<file path="config.mk">
export PLATFORM = sky130hd
export DESIGN_NAME = bcd_binary
export DESIGN_NICKNAME = d
export VERILOG_FILES = /design/src/rtl/bcd_binary.sv
export SDC_FILE = /design/constraint.sdc
export NUM_CORES = 1
export LEC_CHECK = 0
export CORE_AREA = 2 2 93 95
export DETAILED_ROUTE_END_ITERATION = 8
export DIE_AREA = 0 0 95 97
export DONT_BUFFER_PORTS = 1
export GPL_TIMING_DRIVEN = 1
export HOLD_SLACK_MARGIN = 0.05
export PLACE_DENSITY = 0.82
export SLEW_MARGIN = 20
export SYNTH_ARGS = -nofsm -noshare
export SYNTH_HDL_FRONTEND = slang
export SYNTH_SLANG_ARGS = --single-unit
</file>
<file path="constraint.sdc">
create_clock -name clk -period 1.8 [get_ports clk]
set_clock_uncertainty 0.2 [all_clocks]
set_input_delay 0.36 -clock clk [delete_from_list [all_inputs] [get_ports clk]]
set_output_delay 0.36 -clock clk [all_outputs]
set_load 0.05 [all_outputs]
</file>
<file path="src/rtl/bcd_binary.sv">
// Sequential BCD-to-binary converter (reverse double-dabble: shift right, subtract 3 from digits >= 8).
// Optional input validation is compiled in with the BCD_CHECK_EN macro, which also adds the err port.
module bcd_binary #(
  parameter int DIGITS = 7,
  parameter int BIN_W  = 32
) (
  input  logic                  clk,
  input  logic                  reset_n,
  input  logic                  start,
  input  logic [4*DIGITS-1:0]   bcd_in,
  output logic                  busy,
  output logic                  valid,
  output logic [BIN_W-1:0]      binary_out
`ifdef BCD_CHECK_EN
  ,
  output logic                  err
`endif
);

  localparam int N     = 4 * DIGITS;
  localparam int CNT_W = $clog2(N + 1);

  typedef enum logic [1:0] {
    IDLE  = 2'd0,
    SHIFT = 2'd1,
    ADJ   = 2'd2,
    DONE  = 2'd3
  } state_t;

  state_t             state_q, state_d;
  logic [CNT_W-1:0]   cnt_q, cnt_d;
  logic [N-1:0]       work_bcd_q, work_bcd_d;
  logic [N-1:0]       work_bin_q, work_bin_d;
  logic [BIN_W-1:0]   binary_out_q, binary_out_d;
  logic [2*N-1:0]     shifted;
`ifdef BCD_CHECK_EN
  logic               err_q, err_d;
`endif

  // A digit that reached 8..15 after a right shift held 16..31 halves; -3 restores the decimal weight.
  function automatic logic [N-1:0] adjust_digits(input logic [N-1:0] v);
    logic [N-1:0] r;
    r = v;
    for (int i = 0; i < DIGITS; i++) begin
      if (v[4*i+3]) r[4*i +: 4] = v[4*i +: 4] - 4'd3;
    end
    return r;
  endfunction

`ifdef BCD_CHECK_EN
  function automatic logic has_bad_digit(input logic [N-1:0] v);
    logic bad;
    bad = 1'b0;
    for (int i = 0; i < DIGITS; i++) begin
      if (v[4*i+3] && (v[4*i+2] || v[4*i+1])) bad = 1'b1;
    end
    return bad;
  endfunction
`endif

  assign shifted = {work_bcd_q, work_bin_q} >> 1;

  always_comb begin
    state_d      = state_q;
    cnt_d        = cnt_q;
    work_bcd_d   = work_bcd_q;
    work_bin_d   = work_bin_q;
    binary_out_d = binary_out_q;
`ifdef BCD_CHECK_EN
    err_d        = err_q;
`endif
    case (state_q)
      IDLE, DONE: begin
        if (start) begin
          work_bcd_d = bcd_in;
          work_bin_d = '0;
          cnt_d      = '0;
          state_d    = SHIFT;
`ifdef BCD_CHECK_EN
          err_d = 1'b0;
          if (has_bad_digit(bcd_in)) begin
            binary_out_d = '0;
            err_d        = 1'b1;
            state_d      = DONE;
          end
`endif
        end
      end
      SHIFT: begin
        work_bcd_d = shifted[2*N-1:N];
        work_bin_d = shifted[N-1:0];
        cnt_d      = cnt_q + CNT_W'(1);
        state_d    = ADJ;
      end
      ADJ: begin
        work_bcd_d = adjust_digits(work_bcd_q);
        if (cnt_q == CNT_W'(N)) begin
          binary_out_d = BIN_W'(work_bin_q);
          state_d      = DONE;
        end else begin
          state_d = SHIFT;
        end
      end
      default: state_d = IDLE;
    endcase
  end

  always_ff @(posedge clk) begin
    if (!reset_n) begin
      state_q      <= IDLE;
      cnt_q        <= '0;
      work_bcd_q   <= '0;
      work_bin_q   <= '0;
      binary_out_q <= '0;
`ifdef BCD_CHECK_EN
      err_q        <= 1'b0;
`endif
    end else begin
      state_q      <= state_d;
      cnt_q        <= cnt_d;
      work_bcd_q   <= work_bcd_d;
      work_bin_q   <= work_bin_d;
      binary_out_q <= binary_out_d;
`ifdef BCD_CHECK_EN
      err_q        <= err_d;
`endif
    end
  end

  assign busy       = (state_q == SHIFT) || (state_q == ADJ);
  assign valid      = (state_q == DONE);
  assign binary_out = binary_out_q;
`ifdef BCD_CHECK_EN
  assign err        = err_q;
`endif

endmodule

</file>
==> After elaboration in Yosys (flattened, before gate mapping) <==
Index checks and enable logic that the tools add are counted.
{ "totals": {"regBits": 91, "input_bits": 31, "out_inout_bits": 34, "word_cells": 61} }
{ "op_classes": {"addsub": 8, "eq_ne": 12, "mux": 16, "reduce_logical": 13} }
{ "ops": {"columns": ["cell", "n"], "rows": [
  ["28-bit case mux with 3 select lines", 1],
  ["28-bit two-way mux", 2],
  ["28-bit case mux with 2 select lines", 1],
  ["4-bit two-way mux", 7],
  ["4-bit by 2-bit subtractor with 4-bit output (second input constant)", 7],
  ["2-bit AND reduction", 9],
  ["2-bit inequality test (second input constant)", 8],
  ["5-bit case mux with 2 select lines", 1],
  ["2-bit case mux with 3 select lines", 1],
  ["5-bit by 1-bit adder with 5-bit output (second input constant)", 1],
  ["5-bit == test (second input constant)", 1],
  ["5-bit two-way mux", 1],
  ["2-bit == test (second input constant)", 2],
  ["2-bit two-way mux", 2],
  ["2-bit by 1-bit == test with 1-bit output (second input constant)", 1],
  ["2-bit zero test", 1],
  ["2-bit nonzero test", 1],
  ["2-bit OR reduction", 1],
  ["1-bit logical OR", 1]
]} }

==> Longest topological paths before layout <==
Gate-level depths: netlist of run 1.
{ "depth": {"depth_word": 4, "mapped_depth": 8, "depth_no_buf": 5} }

==> Least setup slack after synthesis of run 1 <==
Ideal clock, no wire load.
{ "synth_timing": {"path_kind": "register -> register", "startpoint": "register state_q[0]", "endpoint": "register work_bcd_q[15]", "setup_ns": 0.115, "arrival_time_ns": 1.837, "t_required_ns": 1.485, "slack_ns": -0.351, "path_stages_with_launch": 8, "n_path_buf": 2, "period_less_slack_ns": 2.151, "cell_sequence": "dfxtp_1 inv_1 ha_1 buf_6 inv_1 clkbuf_1 o22ai_1 o21a_1"} }
{ "synth_via": {"elab_chain_cells": 3} }
{ "synth_lines": {"columns": ["element", "line", "source"], "rows": [
  ["start: declaration", "30", "state_t state_q, state_d;"],
  ["start signal: assignment", "119", "state_q <= state_d;"],
  ["2-bit == test or 2-bit zero test (tied branches)", "72", "case (state_q)"],
  ["2-bit OR reduction", "72", null],
  ["28-bit case mux with 3 select lines or 2-bit inequality test (tied branches)", null, null],
  ["end signal: assignment", "121", "work_bcd_q <= work_bcd_d;"],
  ["end: declaration", "32", "logic [N-1:0] work_bcd_q, work_bcd_d;"]
]} }
Several ways; a longest one is shown, not always the timed one.
A chain may end at the register's enable or synchronous reset.

==> Worst setup path after layout of run 1 <==
{ "layout_timing": {"startpoint": "register state_q[0]", "endpoint": "output port busy"} }
{ "layout_via": {"elab_chain_cells": 2} }
{ "layout_lines": {"columns": ["element", "line", "source"], "rows": [
  ["2-bit by 1-bit == test with 1-bit output or 2-bit == test (tied branches)", "130", "assign busy = (state_q == SHIFT) || (state_q == ADJ);"],
  ["1-bit logical OR *", "130", null],
  ["end: declaration", "11", "output logic busy,"]
]} }
Every way passes the cells marked *; elsewhere a longest branch is shown, timed or not.

==> results of run 1 <==
-- power by group --
part | internal, mW | total [mW] | switching (mW)
combinational | 2.10 | 4.41 | 2.31
clock | 0.555 | 1.40 | 0.845
sequential | 2.30 | 2.67 | 0.368
-- worst min-delay path: cells and delay by family --
family,cells,cell delay (ns)
AND/OR/NAND/NOR,1,0.04
AO/OA/AOI/OAI,2,0.23
-- state kept, by name, indices dropped and copies added (netlist names) --
| name | count |
|---|---|
| state_q | 2 |
| work_bin_q | 28 |
| binary_out | 28 |
| cnt_q | 5 |
| work_bcd_q | 28 |
-- cell type report --
type	count	area, µm²	share of cell area
Clock inverter	7	76.32	0.01448
Timing Repair Buffer	55	614.3	0.1165
Inverter	9	38.79	0.007356
Multi-Input combinational cell	358	2464	0.4673
Sequential cell	91	1824	0.3460
Clock buffer	9	123.9	0.02349
Tap cell	105	131.4	0.02492
-- layout by cell type, fill, tap and decap left out, drive strengths merged, types with 9 or more instances in the layout --
| cell | count |
|---|---|
| o21ai | 37 |
| a32oi | 31 |
| dlygate4sd3 | 9 |
| nand2b | 15 |
| o22ai | 9 |
| nor2b | 10 |
| a21oi | 59 |
| buf | 45 |
| ha | 12 |
| inv | 14 |
| clkbuf | 10 |
| nand3 | 35 |
| nor2 | 37 |
| a311oi | 10 |
| nand2 | 11 |
| dfxtp | 91 |
| nand3b | 17 |
-- kinds of logic after synthesis --
| logic type | count (synthesis) | synth area share |
|---|---|---|
| compound gates | 185 | 0.2859 |
| buf+inv | 61 | 0.06337 |
| flops | 91 | 0.4176 |
| other cells | 1 | 0.0008595 |
| mux | 7 | 0.01749 |
| fa+ha+maj | 12 | 0.03441 |
| simple gates | 148 | 0.1804 |
-- final timing paths --
check | startpoint | end | slack [ns] | cells past startpoint
max | state_q[0] | busy | -0.06 | 4
min | bcd_in[6] | work_bcd_q[6] | 0.09 | 3
max reg2reg | state_q[0] | work_bin_q[13] | -0.05 | 8
min reg2reg | work_bin_q[20] | binary_out[20] | 0.29 | 2
-- through the flow --
stage          hold WS, ns  cell area, µm²
3_5_place_dp        0.2740            4589
6_report           0.08716            5273
4_1_cts            0.07652            5099
5_1_grt            0.09010            5273
2_1_floorplan       0.2434            4429
3_3_place_gp        0.2690            4589
-- repair_timing --
item / CTS / global route
pin swaps: 12 / 15
cloned: 5 / 1
hold buffers: 9 / 0
setup buffers: 6 / 3
gates resized for setup: 34 / 24
endpoints found under the hold margin: 23 / 0
endpoints found under the setup margin: 67 / 71
-- metal layers --
| layer | GRT usage | wire length (µm) | up-vias |
|---|---|---|---|
| met5 | 0 | 0 | - |
| met4 | 0.08807 | 272 | 0 |
| met3 | 0.05841 | 868 | 30 |
| met2 | 0.4021 | 5995 | 193 |
| met1 | 0.3282 | 4963 | 2015 |
| li1 | - | - | 1932 |
==> qor.tcl, run 1 <==
set qor(outcome) {finished, violations left}
set qor(violated_checks) {negative setup slack}
set qor(routed_wirelength_um) 12100
set qor(maximum_number_of_pins_on_one_net_before_global_route_repair) 71
set qor(path_max_fanout) 7
set qor(synth_cell_type_count) 43
set qor(gpl.final_weighted_congestion) 0.8281
set qor(drt_drc_violations_left) 0
set qor(clock-root-buffer) {clkbuf_8}
set qor(post-synth-top-count-cell) {dfxtp_1}
set qor(overflow) 0
set qor(synth_area_leaders) {dfxtp_1 (42%), a21oi_1 (6.8%), a32oi_1 (6.2%), o21ai_0 (4.2%), nand3_1 (4.0%)}
set qor(synth.yosys.seq_area_share) 0.4176
set qor(max_slew_margin) 0.5599
set qor(finalCoreUtilization) 0.6482
set qor(cts_tree) {built}
set qor(row_count) 33
set qor(post_detailed_route_count_of_antenna_violating_nets) 0
set qor(numCtsBuffers) 9
set qor(synth-edff-count) 0
set qor(yosys.area.top_type_share) 0.4176
set qor(power_density_nw_per_um2) 1608
set qor(crit_path_top_delay_cell) {dfxtp_2}
set qor(critPathCaptureType) {output port}
set qor(synthesis.area_um2) 4363
set qor(maxClockFrequency_mhz) 536.5
set qor(timing.critical_path.max_delay_family) {flip-flops}
set qor(finalCriticalPeriod_ns) 1.864
set qor(fillers) 599
set qor(min_path_type) {input pin to flop}
set qor(synth_seq_cells) 91
set qor(clock_sink_count) 91
set qor(max_cap_viol_count) 0
set qor(timing.critical_path.required_ns) 1.24
set qor(post_drt_wl_per_cell_um) 19.09
set qor(drt-pass1-iter-count) 5
set qor(worstSkewPairLatency_ns) 0.38
set qor(detailedPlace.worstSlack_ns) -0.1790
set qor(total_power_mw) 8.476
set qor(synth_async_sr_flop_share) 0
set qor(grt_first_pass_wirelength_um) 18580
set qor(total_die_area_um2) 9215
set qor(number_of_antenna_violations_at_the_first_check_in_global_routing) 0
set qor(finish.net_count) 567
set qor(synthCells) 505
set qor(yosysTopAreaCell) {dfxtp_1}
set qor(io_buffers) 0
set qor(irDropWorstVdd_mv) 0.6832
set qor(final-max-slew-violation-count) 0
set qor(drive_above_1_share) 0.1966
set qor(timing_worst_slew_pin_value_ns) 0.6580
set qor(route.vias.total) 4170
set qor(pin_count) 65
set qor(grt.total_usage) 0.2507
set qor(clk_pin_slew_ns) 0.10
set qor(fin_crit_sh) 1.035
set qor(cts-htree-levels) 3
set qor(postSynthAreaPerCell_um2) 8.639
set qor(post-place-cells) 594
set qor(start_util) 0.5364
set qor(vias_per_cell) 6.577
set qor(slowest_delay_ns) 0.35
set qor(area_of_the_core_region_um2) 8134
set qor(dpl.hpwl_um) 6954
set qor(critical_path_buf_inv_count) 3
set qor(antennaDiodeCount) 0
set qor(power_leakage_nw) 1.919
set qor(die-width_um) 95
set qor(max_root_sink_buffers) 2
set qor(hold_violations) 0
set qor(totalNegativeSetupSlack_ns) -0.4086
set qor(post_layout_nonfiller_instances) 634
set qor(syn2layout_area_growth_pct) 20.85
set qor(synth.cells.most_frequent) {dfxtp_1 (91), a21oi_1 (59), nor2_1 (37), o21ai_0 (37), nand3_1 (35)}
set qor(drt_iter0_drc) 364
set qor(cp_cell_sequence) {inv_2 -> ha_4 -> inv_4 -> buf_8}
set qor(die_h_um) 97
set qor(first_global_vias) 3826
set qor(unrepaired_setup_endpoints_after_global_routing) {true}
set qor(finalSetupViolations) 20
set qor(ys_warn_count) 0
set qor(synth_ff_type) {dfxtp_1}
set qor(worst_slack_ns) -0.06382
set qor(worst_setup_path_start_kind) {flop}
set qor(cp.arrival_ns) 1.30
set qor(critical_path_class) {flop to output port}
(Power assumes the default switching activity.)
==> run 2, diff against run 1 <==
Clock period 1.8 ns to 1.7 ns, I/O delays scaled along.
==> qor.tcl, run 2 (synthesis results as in run 1) <==
set qor(fin_crit_sh) 1.144
set qor(final-max-slew-violation-count) 0 ;# unchanged
set qor(total_die_area_um2) 9215 ;# unchanged
set qor(area_of_the_core_region_um2) 8134 ;# unchanged
set qor(gpl.final_weighted_congestion) 0.8561 ;# +3.4%
set qor(die_h_um) 97 ;# unchanged
set qor(start_util) 0.5364 ;# unchanged
set qor(timing.critical_path.required_ns) 1.79 ;# +0.55 ns
set qor(finalCriticalPeriod_ns) 1.944
set qor(cts_tree) {built}
set qor(hold_path.startpoint) {bcd_in[15]}
set qor(seq_area_um2) 1827 ;# +0.14%
set qor(routed_wirelength_um) 13980 ;# +15%
set qor(worst_setup_path_start_kind) {flop}
set qor(power_leakage_nw) 2.109 ;# +9.9%
set qor(pin_count) 65 ;# unchanged
set qor(hold_violations) 0 ;# unchanged
set qor(io_buffers) 0 ;# unchanged
set qor(post_drt_wl_per_cell_um) 21.27 ;# +11%
set qor(max_cap_viol_count) 0 ;# unchanged
set qor(die-width_um) 95 ;# unchanged
set qor(number_of_antenna_violations_at_the_first_check_in_global_routing) 1 ;# +1
set qor(cts-htree-levels) 3 ;# unchanged
set qor(clock_sink_count) 91 ;# unchanged
set qor(cp.arrival_ns) 2.03 ;# +0.73 ns
set qor(max_slew_margin) 0.4482 ;# -0.1116
set qor(drt_iter0_drc) 707 ;# +94%
set qor(finish.net_count) 589 ;# +3.9%
set qor(violated_checks) {negative setup slack}
set qor(grt.total_usage) 0.2663 ;# +0.01557
set qor(drive_above_1_share) 0.2940 ;# +0.09741
set qor(critical_path_class) {flop to flop}
set qor(vias_per_cell) 6.851 ;# +4.2%
set qor(grt_first_pass_wirelength_um) 19780 ;# +6.5%
set qor(critical_path.reg2reg.startpoint) {state_q[0]}
set qor(worst_slack_ns) -0.2444 ;# -0.1806 ns
set qor(multi_input_comb_area_um2) 2604 ;# +5.7%
set qor(min_path_type) {input pin to flop}
set qor(maxClockFrequency_mhz) 514.3
set qor(post_detailed_route_count_of_antenna_violating_nets) 0 ;# unchanged
set qor(overflow) 0 ;# unchanged
set qor(max_root_sink_buffers) 2 ;# unchanged
set qor(numCtsBuffers) 9 ;# unchanged
set qor(detailedPlace.worstSlack_ns) -0.3797 ;# -0.2007 ns
set qor(worstSetupStartpoint) {state_q[0]}
set qor(power_density_nw_per_um2) 1768 ;# +10%
set qor(route.vias.total) 4501 ;# +7.9%
set qor(first_global_vias) 4086 ;# +6.8%
set qor(path_max_fanout) 7 ;# unchanged
set qor(layout.cells.most_common) {dfxtp_1}
set qor(critPathCaptureType) {flop}
set qor(fillers) 530 ;# -12%
set qor(syn2layout_area_growth_pct) 29.83
set qor(irDropWorstVdd_mv) 0.6905 ;# +1.1%
set qor(drt_drc_violations_left) 0 ;# unchanged
set qor(outcome) {finished, violations left}
set qor(worstSkewPairLatency_ns) 0.37 ;# about the same
set qor(layout.cells.most_common_list) {dfxtp_1 (89), a21oi_1 (51), buf_4 (37), nor2_1 (35), nand3_1 (32)}
set qor(maximum_number_of_pins_on_one_net_before_global_route_repair) 53 ;# -25%
set qor(unrepaired_setup_endpoints_after_global_routing) {true}
set qor(drt-pass1-iter-count) 5 ;# unchanged
set qor(clock-root-buffer) {clkbuf_8}
set qor(timing_worst_slew_pin_value_ns) 0.8276 ;# +0.1696 ns
set qor(row_count) 33 ;# unchanged
set qor(finalSetupViolations) 67 ;# +240%
set qor(clk_pin_slew_ns) 0.11 ;# about the same
set qor(dpl.hpwl_um) 7396 ;# +6.4%
set qor(hold_slack_ns) 0.08312 ;# -0.004040 ns
run 2: through the flow:
step                cell area, µm²  cells  setup TNS (ns)  power, mW  utilization
global placement              4772    613          -11.29      6.203       0.5867
finish                        5664    657          -10.43      10.01       0.6964
detailed placement            4772    613          -15.64      6.395       0.5867
global route                  5664    657          -12.83      10.38       0.6964
floorplan                     4461    508          -2.378      5.374            -
CTS                           5235    639          -4.674      8.640       0.6436
run 2: critical path: stages, from the launching register on:
cell,delay (ns)
dfxtp_2,0.36
inv_2,0.05
ha_4,0.25
clkbuf_16,0.17
and2b_4,0.30
buf_12,0.13
nand3b_1,0.11
a311oi_2,0.29
run 2: final cells by class:
type                    instances  area share
inverters                       9    0.007290
clock inverters                 7     0.01679
diodes                          1   0.0004418
well taps                     105     0.02319
multi-input cells             358      0.4597
clock buffers                   9     0.02187
repair buffers                 77      0.1482
flip-flops and latches         91      0.3225
run 2: metal layers:
| metal | vias up | global-route usage | wire, µm |
|---|---|---|---|
| li1 | 1979 | - | - |
| met1 | 2132 | 0.3355 | 5497 |
| met2 | 293 | 0.4272 | 6436 |
| met3 | 97 | 0.05218 | 1250 |
| met4 | 0 | 0.1371 | 790 |
| met5 | - | 0 | 0 |
run 2: worst paths after layout:
path | slack [ns] | endpoint | cells past startpoint
worst max-delay path | -0.24 | work_bcd_q[16] | 7
worst min-delay path | 0.08 | work_bcd_q[15] | 3
worst max register to register | -0.24 | work_bcd_q[16] | 7
worst min register to register | 0.28 | binary_out[4] | 2
run 2: where the power goes:
| part | internal, mW | switching, mW |
|---|---|---|
| Clock | 0.724 | 0.906 |
| Combinational | 2.67 | 2.83 |
| Sequential | 2.44 | 0.448 |
| Total | 5.83 | 4.18 |
run 2: what timing repair did:
item,4_1_cts,5_1_grt
pin swaps,14,35
resized for setup,40,82
hold endpoints to repair,21,0
endpoints found under the setup margin,73,93
hold buffers,1,0
setup buffers,8,11
cloned,2,7
